`src/rtl/cmos_capture_packer.sv`:
```
// CMOS sensor capture stage: registers the sensor pins, skips settling frames,
// packs byte pairs into RGB565 pixels and enforces line/frame geometry.
module cmos_capture_packer #(
    parameter int unsigned H_PIX       = 1024,
    parameter int unsigned V_LINES     = 720,
    parameter int unsigned SKIP_FRAMES = 2
) (
    input  logic        CLK,
    input  logic        RSTn,
    input  logic        cmos_vsyn,
    input  logic        cmos_href,
    input  logic [7:0]  cmos_data,
    input  logic        capture_en,
    output logic        pix_valid,
    output logic [15:0] pix_data,
    output logic        pix_sof,
    output logic        pix_eol,
    output logic        frame_done,
    output logic        line_err,
    output logic [7:0]  frame_cnt
);

    localparam int unsigned PW = $clog2(H_PIX + 1);
    localparam int unsigned LW = $clog2(V_LINES + 1);
    localparam int unsigned SW = 4;

    localparam logic [PW-1:0] PIX_LAST = PW'(H_PIX - 1);
    localparam logic [PW-1:0] PIX_FULL = PW'(H_PIX);
    localparam logic [LW-1:0] LINE_MAX = LW'(V_LINES);
    localparam logic [SW-1:0] SKIP_RLD = SW'(SKIP_FRAMES);

    typedef enum logic [1:0] {
        ST_IDLE   = 2'd0,
        ST_SYNC   = 2'd1,
        ST_SKIP   = 2'd2,
        ST_ACTIVE = 2'd3
    } state_t;

    state_t          r_state;
    state_t          w_state_nxt;

    logic            r_s_vs;
    logic            r_s_hr;
    logic [7:0]      r_s_d;
    logic            r_vs_d;
    logic            r_line_d;

    logic [SW-1:0]   r_skip;
    logic [PW-1:0]   r_pix_cnt;
    logic [LW-1:0]   r_line_cnt;
    logic            r_phase;
    logic [7:0]      r_hi;
    logic            r_sof_arm;

    logic            r_p_v;
    logic [15:0]     r_p_d;
    logic            r_p_sof;
    logic            r_p_eol;

    logic            w_vs_rise;
    logic            w_vs_fall;
    logic            w_line_on;
    logic            w_line_fall;
    logic            w_start_frame;
    logic            w_end_frame;
    logic            w_skip_dec;
    logic            w_active;
    logic            w_line_ok;
    logic            w_pack;
    logic            w_pair;
    logic            w_room;
    logic            w_emit;
    logic            w_drop;
    logic            w_close;
    logic            w_bad_close;

    // Sync/line edge detection on the registered pins; href is ignored during vblank
    assign w_vs_rise   = r_s_vs & ~r_vs_d;
    assign w_vs_fall   = ~r_s_vs & r_vs_d;
    assign w_line_on   = r_s_hr & ~r_s_vs;
    assign w_line_fall = r_line_d & ~w_line_on;

    assign w_active    = (r_state == ST_ACTIVE);
    assign w_line_ok   = (r_line_cnt < LINE_MAX);
    assign w_pack      = w_active & w_line_on & w_line_ok;
    assign w_pair      = w_pack & r_phase;
    assign w_room      = (r_pix_cnt < PIX_FULL);
    assign w_emit      = w_pair & w_room;
    assign w_drop      = w_pair & ~w_room;
    assign w_close     = w_active & w_line_fall & w_line_ok;
    assign w_bad_close = w_close & ((r_pix_cnt != PIX_FULL) | r_phase);

    // Input stage: single register on all sensor pins
    always_ff @(posedge CLK or negedge RSTn) begin
        if (!RSTn) begin
            r_s_vs   <= 1'b0;
            r_s_hr   <= 1'b0;
            r_s_d    <= 8'd0;
            r_vs_d   <= 1'b0;
            r_line_d <= 1'b0;
        end else begin
            r_s_vs   <= cmos_vsyn;
            r_s_hr   <= cmos_href;
            r_s_d    <= cmos_data;
            r_vs_d   <= r_s_vs;
            r_line_d <= w_line_on;
        end
    end

    // FSM state register
    always_ff @(posedge CLK or negedge RSTn) begin
        if (!RSTn) begin
            r_state <= ST_IDLE;
        end else begin
            r_state <= w_state_nxt;
        end
    end

    // FSM next state: capture only ever begins on a full vsync high->low
    always_comb begin
        w_state_nxt   = r_state;
        w_start_frame = 1'b0;
        w_end_frame   = 1'b0;
        w_skip_dec    = 1'b0;
        case (r_state)
            ST_IDLE: begin
                if (capture_en && r_s_vs) begin
                    w_state_nxt = ST_SYNC;
                end
            end
            ST_SYNC: begin
                if (w_vs_fall) begin
                    if (r_skip != '0) begin
                        w_state_nxt = ST_SKIP;
                        w_skip_dec  = 1'b1;
                    end else begin
                        w_state_nxt   = ST_ACTIVE;
                        w_start_frame = 1'b1;
                    end
                end
            end
            ST_SKIP: begin
                if (w_vs_rise) begin
                    w_state_nxt = ST_SYNC;
                end
            end
            ST_ACTIVE: begin
                if (w_vs_rise) begin
                    w_end_frame = 1'b1;
                    w_state_nxt = capture_en ? ST_SYNC : ST_IDLE;
                end
            end
            default: begin
                w_state_nxt = ST_IDLE;
            end
        endcase
    end

    // Settling-frame counter, reloaded whenever capture is idle
    always_ff @(posedge CLK or negedge RSTn) begin
        if (!RSTn) begin
            r_skip <= SKIP_RLD;
        end else if (r_state == ST_IDLE) begin
            r_skip <= SKIP_RLD;
        end else if (w_skip_dec) begin
            r_skip <= r_skip - SW'(1);
        end
    end

    // Byte phase, pixel and line counters
    always_ff @(posedge CLK or negedge RSTn) begin
        if (!RSTn) begin
            r_phase    <= 1'b0;
            r_hi       <= 8'd0;
            r_pix_cnt  <= '0;
            r_line_cnt <= '0;
        end else if (w_start_frame) begin
            r_phase    <= 1'b0;
            r_pix_cnt  <= '0;
            r_line_cnt <= '0;
        end else if (w_line_fall) begin
            r_phase   <= 1'b0;
            r_pix_cnt <= '0;
            if (w_active && w_line_ok) begin
                r_line_cnt <= r_line_cnt + LW'(1);
            end
        end else if (w_pack) begin
            r_phase <= ~r_phase;
            if (!r_phase) begin
                r_hi <= r_s_d;
            end else if (w_room) begin
                r_pix_cnt <= r_pix_cnt + PW'(1);
            end
        end
    end

    // Pixel formation stage with its frame/line marks
    always_ff @(posedge CLK or negedge RSTn) begin
        if (!RSTn) begin
            r_p_v     <= 1'b0;
            r_p_d     <= 16'd0;
            r_p_sof   <= 1'b0;
            r_p_eol   <= 1'b0;
            r_sof_arm <= 1'b0;
        end else begin
            r_p_v   <= w_emit;
            r_p_sof <= w_emit & r_sof_arm;
            r_p_eol <= w_emit & (r_pix_cnt == PIX_LAST);
            if (w_emit) begin
                r_p_d <= {r_hi, r_s_d};
            end
            if (w_start_frame) begin
                r_sof_arm <= 1'b1;
            end else if (w_emit) begin
                r_sof_arm <= 1'b0;
            end
        end
    end

    // Output pixel register; data holds between strobes
    always_ff @(posedge CLK or negedge RSTn) begin
        if (!RSTn) begin
            pix_valid <= 1'b0;
            pix_data  <= 16'd0;
            pix_sof   <= 1'b0;
            pix_eol   <= 1'b0;
        end else begin
            pix_valid <= r_p_v;
            pix_sof   <= r_p_sof;
            pix_eol   <= r_p_eol;
            if (r_p_v) begin
                pix_data <= r_p_d;
            end
        end
    end

    // Frame status: done pulse, captured-frame count, sticky line error
    always_ff @(posedge CLK or negedge RSTn) begin
        if (!RSTn) begin
            frame_done <= 1'b0;
            frame_cnt  <= 8'd0;
            line_err   <= 1'b0;
        end else begin
            frame_done <= w_end_frame;
            if (w_end_frame) begin
                frame_cnt <= frame_cnt + 8'd1;
            end
            if (w_start_frame) begin
                line_err <= 1'b0;
            end else if (w_drop || w_bad_close) begin
                line_err <= 1'b1;
            end
        end
    end

endmodule
```
`config.mk`:
```
export PLATFORM = sky130hd
export DESIGN_NAME = cmos_capture_packer
export DESIGN_NICKNAME = d
export VERILOG_FILES = /design/src/rtl/cmos_capture_packer.sv
export SDC_FILE = /design/constraint.sdc
export NUM_CORES = 1
export LEC_CHECK = 0
export ABC_AREA = 0
export CAP_MARGIN = 30
export CORE_ASPECT_RATIO = 0.5
export CORE_MARGIN = 3
export CORE_UTILIZATION = 45
export CTS_CLUSTER_DIAMETER = 80
export CTS_CLUSTER_SIZE = 12
export DETAILED_ROUTE_END_ITERATION = 8
export MAX_ROUTING_LAYER = met4
export PLACE_DENSITY = 0.75
export SETUP_SLACK_MARGIN = 0.15
export SLEW_MARGIN = 10
export SYNTH_ARGS = -nofsm -noshare
export SYNTH_HDL_FRONTEND = slang
export SYNTH_SLANG_ARGS = --single-unit
```
`constraint.sdc`:
```
create_clock -name CLK -period 5 [get_ports CLK]
set_input_delay 1 -clock CLK [delete_from_list [all_inputs] [get_ports CLK]]
set_output_delay 1 -clock CLK [all_outputs]
set_load 0.05 [all_outputs]
```
-- Word-level counts from Yosys, hierarchy flattened
Cells that the tools add are included.
- bits in registers: 97
- input bits: 13
- output and inout bits: 29
- bitwise gates (word level): 22
- equal/unequal tests: 9
- reductions and logical operators: 17
- add/sub/neg operators: 4
- magnitude comparators: 2
- multiplexer cells: 32
- operators with widths (kind ; count):
    $mux 11 ; 5
    $mux 10 ; 3
    $mux 1 ; 17
    $and 1x1->1 ; 14
    $add 11x1->11 const B ; 1
    $eq 11x10->1 const B ; 1
    $lt 11x11->1 const B ; 1
    $ne 11x11->1 const B ; 1
    $add 10x1->10 const B ; 1
    $lt 10x10->1 const B ; 1
    $reduce_bool 2->1 ; 5
    $reduce_bool 3->1 ; 3
    $add 8x1->8 const B ; 1
    $mux 2 ; 4
    $mux 4 ; 2
    $ne 2x2->1 const B ; 4
    $pmux 2 s4 ; 1
    $reduce_and 4->1 ; 2
    $not 1->1 ; 7
    $eq 2x2->1 const B ; 2
    $reduce_bool 4->1 ; 1
    $sub 4x1->4 const B ; 1
    $reduce_and 3->1 ; 1
    $eq 2x1->1 const B ; 1
    5 further kinds ; 6

-- Depth between registers and ports, before layout
Gate-level depths: netlist of the first run.
- word-level depth: 10
- gate-level depth with buffers: 7
- mapped depth without buffers: 6

-- Worst setup path before layout of the first run
No wires, ideal clock.
- path type: register -> register
- start: register r_line_cnt[5]
- end: register r_p_d[10]
- clock period less this slack: 1.914 ns
- path slack: 3.086 ns
- arrival: 1.789 ns
- cell stages (with the launch flop): 6
- setup time: 0.125 ns
- path through: dfrtp_1 > o211ai_2 > a41oi_2 > or4b_4 > buf_6 > mux2_4
- cells in the longest elaborated chain, start to end: 4
- ends and longest elaborated chain (element ; line ; text):
    start: declaration ; 50 ; logic [LW-1:0] r_line_cnt;
    start signal: assignment ; 185 ; r_line_cnt <= r_line_cnt + LW'(1);
    $lt 10x10->1 ; 84 ; assign w_line_ok = (r_line_cnt < LINE_MAX);
    $and 1x1->1 ; 85 ; assign w_pack = w_active & w_line_on & w_line_ok;
    $and 1x1->1 ; 86 ; assign w_pair = w_pack & r_phase;
    $and 1x1->1 ; 88 ; assign w_emit = w_pair & w_room;
    end signal: assignment ; 210 ; r_p_d <= {r_hi, r_s_d};
    end: declaration ; 56 ; logic [15:0] r_p_d;
Every way passes these cells.
A chain may end at the register's enable or synchronous reset.

-- Worst setup path in the final report of the first run
- start: register frame_cnt[2]
- end: output frame_cnt[2]
- RTL lines (element ; line ; text):
    start: declaration ; 20 ; output logic [7:0] frame_cnt
    start signal: assignment ; 246 ; frame_cnt <= frame_cnt + 8'd1;
No word-level cell between the ends.

==> metrics.txt, run 1 <==
via count 2570; Max-slew headroom 0.437; post-synthesis cell type count 50; initial core utilization 0.485; post-route setup TNS 0 ns; most frequent cell after synthesis dfrtp_1; R2R Setup Slk 2.71 ns; clock buffer depth 2; Layout Area Growth over Synthesis 19.1%; IO Port Bufs 41; post-synthesis cell area 4080 µm²; Peak VDD IR 0.332 mV; GRT Total Usage 0.161; Post-synth EDFFs 0; Yosys top cell by area dfrtp_1; Crit path required time 4.00 ns; FF-to-FF End r_p_d[14]$_DFFE_PN0P_; core area 8400 µm²; final-report hold violation count 0; crit share post-route 0.522; Post-synth ARST share 1.00; Root Buffer clkbuf_16; drt pass-1 iters 4; max-cap violation count 0; DRC 0; Antenna diodes 0; CP Capture Point frame_cnt[2]; # nets final 371; GPL Wtd Cong 0.835; Die ar. 10300 µm²; power per cell area 553 nW/µm²; worst min-delay path category reg -> reg; Top Ports 42; CTS clock-pin slew for the worst setup and hold paths 0.06 ns; Worst EP arrival 1.61 ns; number of synthesized register bits 97; highest clock rate 383 MHz; clk sink count 97; Initial DRC Count 107; Critical Path End Type primary output; worst skew pair latency 0.34 ns; Synth warnings 0; Worst-Margin Slew 0.845 ns; crit-path leading delay family buffers and inverters; total grt overflow 0; Reg2Reg Depth 5; Critical-path top delay cell clkdlybuf4s50_1; critical path cell sequence clkdlybuf4s50_1; Lkg Pwr 0.00218 µW; Worst Slack Setup Final 2.39 ns; Max Slew Vio Count 0; clock skew 0.00373 ns; Setup CP Type reg -> out; Post-Route Utilization 0.578; via/cell ratio 5.47; RSZ-0062 raised after global routing no; outcome finished clean; Reg2Reg Launch Point r_line_cnt[5]$_DFFE_PN0P_; Buf+Inv Stages, Crit Path 1; largest net degree at the start of global routing 51; CTS Hold Bufs 0; share of cells above drive strength 1 0.182; Post-synth top cells dfrtp_1 (96), mux2_2 (26), nand2_1 (24), mux2_4 (15), inv_1 (11); vias in the first global route 2587; Routed WL 7270 µm; main area contributors after synthesis dfrtp_1 (59%), mux2_2 (7.2%), mux2_4 (5.5%), nand2_1 (2.2%), mux2i_1 (2.0%); Mapped Cells 313; syn avg cell area 13.0 µm²; Startpoint Class register; PostCTS Resize Cnt 0; delay of the slowest cell on the worst path 0.84 ns; first-pass GRT wire length 12700 µm; die width 141 µm; Routed WL per cell 15.5 µm; sequential area share after synthesis 0.596; CTS tree built; # setup viols final 0; Setup Fix Bufs, Post-CTS 0; crit path launch frame_cnt[2]$_DFFE_PN0P_; Levels on crit path 1; initial antenna violation count 0; Synth Net Count 331; CTS H-tree depth 3; Final HPWL DP 4850 µm; Die Height 73.3 µm; Tot Pwr 2690 µW; Final min period 2.61 ns; final antenna-violating net count 0; post-synth top area share 0.589; pre-CTS WS 2.72 ns; CP max FO 6; Num CTS Buffers 9; Post-synth top flop dfrtp_1; Site Rows 23
==> area by class of cell <==
type / count / area [µm²]
fill: 665 / 3550
clock buffer: 14 / 274
sequential: 97 / 2430
clock inverter: 2 / 12.5
tap: 112 / 140
timing repair buffer: 44 / 428
multi-input combinational: 190 / 1530
inverter: 11 / 41.3
==> cells in the final DEF, fill, tap and decap left out, types with 4 or more instances in the layout <==
cell type / synthesis / routed
nor2_1: 4 / 4
a21oi_1: 8 / 8
nand2b_1: 5 / 5
nor3_1: 10 / 10
nand2_1: 24 / 24
inv_1: 11 / 11
o31ai_1: 9 / 9
nand4_1: 8 / 8
or4_1: 7 / 7
dfrtp_1: 96 / 96
o21a_1: 4 / 4
xnor2_1: 6 / 6
clkbuf_16: 0 / 9
mux2_2: 26 / 26
clkdlybuf4s50_1: 0 / 40
mux2i_1: 8 / 8
nand3_1: 4 / 4
ha_1: 5 / 5
o21ai_0: 4 / 4
mux2_4: 15 / 15
==> metal layers <==
| metal | GRT usage | vias up | wire length, µm |
|---|---|---|---|
| met4 | 0.0580 | 0 | 78 |
| met5 | - | - | 0 |
| met2 | 0.257 | 61 | 3610 |
| met1 | 0.197 | 1291 | 3250 |
| li1 | - | 1209 | - |
| met3 | 0.0475 | 9 | 323 |
==> registers in the layout, indices dropped and copies added, names as in the netlist, 2 cells and up <==
signal      cells
pix_data       16
r_p_d          16
r_pix_cnt      11
r_line_cnt     10
frame_cnt       8
r_hi            8
r_s_d           8
r_skip          4
r_state         2
==> worst min path at each step <==
stage	end	cells after the start	from	slack, ns
finish	pix_eol$_DFF_PN0_	0	r_p_eol$_DFF_PN0_	0.35
global route	pix_eol$_DFF_PN0_	0	r_p_eol$_DFF_PN0_	0.36
CTS	pix_eol$_DFF_PN0_	0	r_p_eol$_DFF_PN0_	0.35
detailed placement	pix_eol$_DFF_PN0_	0	r_p_eol$_DFF_PN0_	0.34
global placement	pix_eol$_DFF_PN0_	0	r_p_eol$_DFF_PN0_	0.33
floorplan	pix_eol$_DFF_PN0_	0	r_p_eol$_DFF_PN0_	0.33
==> cell families (layout without fill, tap and decap cells) <==
| kind of cell | Yosys count | in the layout | synth area share |
|---|---|---|---|
| AND/OR/NAND/NOR | 89 | 89 | 0.126 |
| adder cells (fa/ha/maj) | 5 | 5 | 0.0153 |
| flip-flops | 97 | 97 | 0.596 |
| AO/OA/AOI/OAI | 39 | 39 | 0.0700 |
| multiplexers | 49 | 49 | 0.147 |
| buffers and inverters | 26 | 71 | 0.0289 |
| XOR/XNOR | 8 | 8 | 0.0172 |
==> per-stage QoR <==
step | cell area, µm² | cells | hold slack [ns]
after detailed placement | 4560 | 453 | 0.336
after CTS | 4850 | 469 | 0.351
after global routing | 4850 | 470 | 0.357
after global placement | 4560 | 453 | 0.333
after floorplan | 4080 | 313 | 0.331
final | 4850 | 470 | 0.351
==> where the power goes <==
| group | internal, µW | switching (µW) | total, µW |
|---|---|---|---|
| Sequential | 1000 | 155 | 1160 |
| Combinational | 382 | 494 | 876 |
| Clock | 377 | 273 | 650 |
Power figures use the tool's default switching activity.
==> run 2, diff against run 1 <==
--- a/config.mk
+++ b/config.mk
@@ -14,7 +14,7 @@
 export CTS_CLUSTER_SIZE = 12
 export DETAILED_ROUTE_END_ITERATION = 8
 export MAX_ROUTING_LAYER = met4
-export PLACE_DENSITY = 0.75
+export PLACE_DENSITY = 0.77
 export SETUP_SLACK_MARGIN = 0.15
 export SLEW_MARGIN = 10
 export SYNTH_ARGS = -nofsm -noshare
==> constraint.sdc (replaced) <==
create_clock -name CLK -period 2.2 [get_ports CLK]
set_input_delay 0.44 -clock CLK [delete_from_list [all_inputs] [get_ports CLK]]
set_output_delay 0.44 -clock CLK [all_outputs]
set_load 0.05 [all_outputs]
==> run 2 against run 1 <==
Effect of this change:
- worst setup slack worse by 2.2 ns
- critical path type is now reg -> reg
- hold slack worse by 0.30 ns
- sequential cell count unchanged
- via count up 0.74%
- first-iteration DRC count down 1.9%
- sequential share of layout area down 1.1 points
- routed wire length up 6.3%
- sequential power up 130%
- register-to-register slack worse by 2.5 ns
- utilization up 1.3 points
- clock-buffer cell count down 2
==> metrics.txt, run 2 (synthesis gave the netlist of run 1 again) <==
CTS clock-pin slew for the worst setup and hold paths 0.06 ns (about the same); IO Port Bufs 41 (unchanged); post-route setup TNS 0 ns (unchanged); Site Rows 23 (unchanged); CTS H-tree depth 3 (unchanged); Max-slew headroom 0.532 (+0.0956); # nets final 376 (+1.3%); initial antenna violation count 0 (unchanged); CTS tree built; Antenna diodes 0 (unchanged); Routed WL per cell 16.3 µm (+5.2%); commonest cells after routing, fill and taps aside dfrtp_1 (95), clkdlybuf4s50_1 (37), mux2_2 (26); Critical-path top delay cell or4_1; Tot Pwr 6360 µW (+140%); Setup Fix Bufs, Post-CTS 0 (unchanged); Logic pwr share 0.325 (about the same); first-pass GRT wire length 13500 µm (+6.3%); Die Height 73.3 µm (unchanged); crit-path leading delay family compound AO/OA/AOI/OAI gates; worst skew pair latency 0.34 ns (about the same); filler instances 673 (+1.2%); worst min-delay path category in -> async; GRT Total Usage 0.169 (+0.00891); Worst-Margin Slew 0.702 ns (-0.143 ns); outcome finished clean; share of cells above drive strength 1 0.209 (+0.0278); Worst Slack Setup Final 0.179 ns (-2.21 ns); Worst EP arrival 2.27 ns (+0.66 ns); initial core utilization 0.485 (unchanged); die width 141 µm (unchanged); Top Ports 42 (unchanged); pre-CTS WS 0.124 ns (-2.59 ns); hold_ws 0.0500 ns (-0.301 ns); final-report hold violation count 0 (unchanged); Buf+Inv Stages, Crit Path 2 (+1); critical path cell sequence o211ai_2 > a41oi_2 > buf_4 > buf_4 > or4_1 > a21oi_1; Startpoint Class register; clk sink count 97 (unchanged); Final min period 2.02 ns; Critical Path End Type register; delay of the slowest cell on the worst path 0.50 ns (-0.34 ns); Seq pwr share 0.413 (-0.019); Num CTS Buffers 9 (unchanged); DRC 0 (unchanged); vias in the first global route 2757 (+6.6%); Final HPWL DP 5170 µm (+6.7%); Root Buffer clkbuf_16; core area 8400 µm² (unchanged); Initial DRC Count 105 (-1.9%); sw frac 0.337 (-0.00635); Max Slew Vio Count 0 (unchanged); Int Power 4220 µW (+140%); Peak VDD IR 0.875 mV (+160%); power per cell area 1280 nW/µm² (+130%); Routed WL 7720 µm (+6.3%); Largest regs pix_data x16, r_p_d x16, r_pix_cnt x11; R2R Setup Slk 0.18 ns (-2.53 ns); via/cell ratio 5.45 (-0.32%); switching power 2140 µW (+130%); Setup CP Type reg -> reg; highest clock rate 495 MHz; Die ar. 10300 µm² (unchanged); Clk network pwr share 0.262 (+0.020); crit path launch r_line_cnt[5]$_DFFE_PN0P_; crit share post-route 0.919; clock buffer depth 2 (unchanged); total grt overflow 0 (unchanged); Layout Area Growth over Synthesis 21.9%; commonest non-fill, non-tap cell in the layout dfrtp_1; Reg2Reg Depth 6 (+1); max-cap violation count 0 (unchanged); Lkg Pwr 0.00225 µW (+3.1%); largest net degree at the start of global routing 50 (-2.0%); final antenna-violating net count 0 (unchanged); # setup viols final 0 (unchanged); drt pass-1 iters 4 (unchanged); Reg2Reg Launch Point r_line_cnt[5]$_DFFE_PN0P_; RSZ-0062 raised after global routing yes; CP max FO 18 (+12); GPL Wtd Cong 0.859 (+2.9%); Worst path most repeated cell buf_4; Crit path required time 2.45 ns (-1.55 ns); clock skew 0.00677 ns (+0.00305 ns); FF-to-FF End r_line_cnt[5]$_DFFE_PN0P_; via count 2589 (+0.74%)
-- run 2: cell count changes in the layout (fill, tap and decap cells not counted), sizes merged --
cell | before | now
dlymetal6s2s | 0 | 1
clkdlybuf4s50 | 40 | 37
buf | 3 | 9
bufinv | 0 | 2
clkbuf | 15 | 12
dlygate4sd2 | 0 | 2
-- run 2: power groups by stage --
| stage | Clock, µW | Sequential (µW) | Combinational, µW |
|---|---|---|---|
| floorplan | 0 | 3160 | 882 |
| global placement | 0 | 2620 | 2010 |
| detailed placement | 0 | 2650 | 2080 |
| CTS | 1700 | 2630 | 2090 |
| global route | 1770 | 2700 | 2220 |
| finish | 1670 | 2620 | 2070 |
-- run 2: worst max path at each step --
stage / to / slack, ns / cells past startpoint
2_1_floorplan: r_p_d[10]$_DFFE_PN0P_ / 0.29 / 5
3_3_place_gp: r_p_d[13]$_DFFE_PN0P_ / 0.21 / 4
3_5_place_dp: r_pix_cnt[4]$_DFFE_PN0P_ / 0.12 / 6
4_1_cts: r_line_cnt[2]$_DFFE_PN0P_ / 0.15 / 6
5_1_grt: r_line_cnt[5]$_DFFE_PN0P_ / 0.11 / 6
6_report: r_line_cnt[5]$_DFFE_PN0P_ / 0.18 / 6
-- run 2: cell type report --
class,instances,area [µm²],share of cell area
inverters,11,41.3,0.00831
repair buffers,49,480,0.0967
multi-input cells,190,1550,0.313
flip-flops and latches,97,2430,0.489
clock inverters,4,76.3,0.0154
well taps,112,140,0.0282
clock buffers,12,246,0.0496
-- run 2: stage by stage --
stage / std cells / cell area, µm² / util
6_report: 475 / 4970 / 0.591
5_1_grt: 475 / 4970 / 0.591
4_1_cts: 475 / 4950 / 0.589
3_5_place_dp: 459 / 4620 / 0.550
3_3_place_gp: 459 / 4620 / 0.550
2_1_floorplan: 313 / 4080 / -
-- run 2: routing by layer --
| layer | up-vias | global-route usage | share of wire | wire (µm) |
|---|---|---|---|---|
| met4 | 0 | 0.0580 | 0.013 | 104 |
| met1 | 1307 | 0.201 | 0.44 | 3390 |
| met3 | 8 | 0.0410 | 0.039 | 302 |
| li1 | 1213 | - | - | - |
| met2 | 61 | 0.290 | 0.51 | 3930 |
| met5 | - | - | 0 | 0 |
-- run 2: repair_timing --
| action | in CTS | in global routing |
|---|---|---|
| hold endpoints to repair | 0 | 0 |
| cloned | 0 | 0 |
| hold buffers | 0 | 0 |
| gates resized for setup | 3 | 6 |
| pin swaps | 0 | 1 |
| endpoints found under the setup margin | 3 | 42 |
==> run 3, diff against run 2 <==
--- a/config.mk
+++ b/config.mk
@@ -10,10 +10,8 @@
 export CORE_ASPECT_RATIO = 0.5
 export CORE_MARGIN = 3
 export CORE_UTILIZATION = 45
-export CTS_CLUSTER_DIAMETER = 80
 export CTS_CLUSTER_SIZE = 12
 export DETAILED_ROUTE_END_ITERATION = 8
-export MAX_ROUTING_LAYER = met4
 export PLACE_DENSITY = 0.77
 export SETUP_SLACK_MARGIN = 0.15
 export SLEW_MARGIN = 10
==> run 3 against run 2 <==
Effect of this change:
- total power is 2.0% lower
- non-clock buffer count rose by 4
- global-route usage shrank 0.85 points
- hold slack better by 0.0046 ns
- worst setup slack worse by 0.0066 ns
- cell area increased by 0.38%
- clock skew decreased by 0.0020 ns
- clock power decreased by 15%
- clock-buffer cell count decreased by 1
- first-iteration DRC count rose by 7.6%
- critical path depth is 2 lower
- final cell count up 0.84%
- largest cell class unchanged
==> metrics.txt, run 3 (synthesis gave the netlist of run 1 again) <==
DRC 0 (unchanged); Top Ports 42 (unchanged); CTS clock-pin slew for the worst setup and hold paths 0.06 ns (about the same); via count 2658 (+2.7%); Root Buffer clkbuf_16; # setup viols final 0 (unchanged); IO Port Bufs 41 (unchanged); Buf+Inv Stages, Crit Path 0 (-2); pre-CTS WS 0.0920 ns (-0.0325 ns); via/cell ratio 5.55 (+1.8%); largest net degree at the start of global routing 50 (unchanged); hold_ws 0.0545 ns (+0.00455 ns); met3 WL 295 µm (-2.3%); DR top layer met4; worst skew pair latency 0.34 ns (about the same); Non-Filler Instances 479 (+0.84%); CTS Hold Bufs 0 (unchanged); clk sink count 97 (unchanged); Lkg Pwr 0.00226 µW (+0.57%); placed insts 459 (unchanged); worst min-delay path category in -> async; total grt overflow 0 (unchanged); commonest non-fill, non-tap cell in the layout dfrtp_1; RSZ-0062 raised after global routing yes; CTS tree built; CTS H-tree depth 3 (unchanged); Site Rows 23 (unchanged); GPL Wtd Cong 0.869 (+1.2%); GRT Total Usage 0.161 (-0.00851); commonest cells after routing, fill and taps aside dfrtp_1 (95), clkdlybuf4s50_1 (37), mux2_2 (26); delay of the slowest cell on the worst path 0.69 ns (+0.19 ns); Max-slew headroom 0.504 (-0.0284); Max Slew Vio Count 0 (unchanged); share of cells above drive strength 1 0.226 (+0.0168); die width 141 µm (unchanged); Antenna diodes 0 (unchanged); Initial DRC Count 113 (+7.6%); M1 WL 3610 µm (+6.6%); crit-path leading delay family simple AND/OR/NAND/NOR gates; Final HPWL DP 5290 µm (+2.2%); Largest regs pix_data x16, r_p_d x16, r_pix_cnt x11; post-route setup TNS 0 ns (unchanged); Worst Slack Setup Final 0.173 ns (-0.00655 ns); vias in the first global route 2667 (-3.3%); initial antenna violation count 0 (unchanged); Peak VDD IR 0.787 mV (-10%); Startpoint Class register; critical path cell sequence o211ai_2 > a41oi_4 > or4b_4 > mux2_4; final antenna-violating net count 0 (unchanged); Worst-Margin Slew 0.744 ns (+0.0425 ns); Crit path required time 2.42 ns (-0.03 ns); crit share post-route 0.922 (+0.00298); core area 8400 µm² (unchanged); Final min period 2.03 ns (+0.00655 ns); Critical Path End Type register; CP max FO 6 (-12); highest clock rate 493 MHz (-0.32%); first-pass GRT wire length 13200 µm (-2.2%); initial core utilization 0.485 (unchanged); Critical-path top delay cell or4b_4; Setup CP Type reg -> reg; # nets final 382 (+1.6%); Worst EP arrival 2.25 ns (-0.02 ns); final-report hold violation count 0 (unchanged); clock buffer depth 2 (unchanged); max-cap violation count 0 (unchanged); power per cell area 1250 nW/µm² (-2.3%); clock skew 0.00482 ns (-0.00195 ns); Layout Area Growth over Synthesis 22.3%; outcome finished clean; Tot Pwr 6230 µW (-2.0%); drt pass-1 iters 4 (unchanged); Routed WL per cell 16.9 µm (+4.2%); Die ar. 10300 µm² (unchanged); Num CTS Buffers 9 (unchanged); Die Height 73.3 µm (unchanged); Routed WL 8120 µm (+5.1%); met2 wire len 4110 µm (+4.5%)
run 3: stage by stage:
| step | util | area (µm²) |
|---|---|---|
| floorplan | - | 4080 |
| global placement | 0.550 | 4620 |
| detailed placement | 0.550 | 4620 |
| CTS | 0.582 | 4890 |
| global route | 0.593 | 4990 |
| finish | 0.593 | 4990 |
run 3: path summary, 6_finish.rpt:
path                       cells after the start                       from  slack [ns]              endpoint
setup / recovery                               4  r_line_cnt[5]$_DFFE_PN0P_        0.17  r_p_d[4]$_DFFE_PN0P_
hold / removal                                 1                       RSTn        0.05   r_phase$_DFFE_PN0P_
setup reg to reg                               4  r_line_cnt[5]$_DFFE_PN0P_        0.17  r_p_d[4]$_DFFE_PN0P_
hold reg to reg                                0          r_p_eol$_DFF_PN0_        0.35     pix_eol$_DFF_PN0_
max in group asynchronous                      2                       RSTn        1.55    r_s_d[6]$_DFF_PN0_
min in group CLK                               0          r_p_eol$_DFF_PN0_        0.35     pix_eol$_DFF_PN0_
run 3: routing by layer:
layer	GRT usage	up-vias
li1	-	1230
met1	0.202	1368
met2	0.279	50
met3	0.0390	10
met4	0.0548	0
met5	0	-
run 3: area by class of cell:
cell class	instances	area (µm²)
timing repair buffer	53	512
multi-input combinational	192	1590
clock inverter	3	17.5
clock buffer	11	253
tap	112	140
fill	647	3420
inverter	11	41.3
sequential	97	2430
run 3: repair_timing:
item                                    4_1_cts  5_1_grt
resized for setup                             3       11
gates cloned                                  0        3
setup buffers                                 0        3
pin swaps                                     0        3
endpoints found under the setup margin       25       30
run 3: report_power, final:
group,total [µW],switching [µW],internal (µW)
sequential,2660,372,2280
combinational,2150,1190,959
clock,1420,614,810
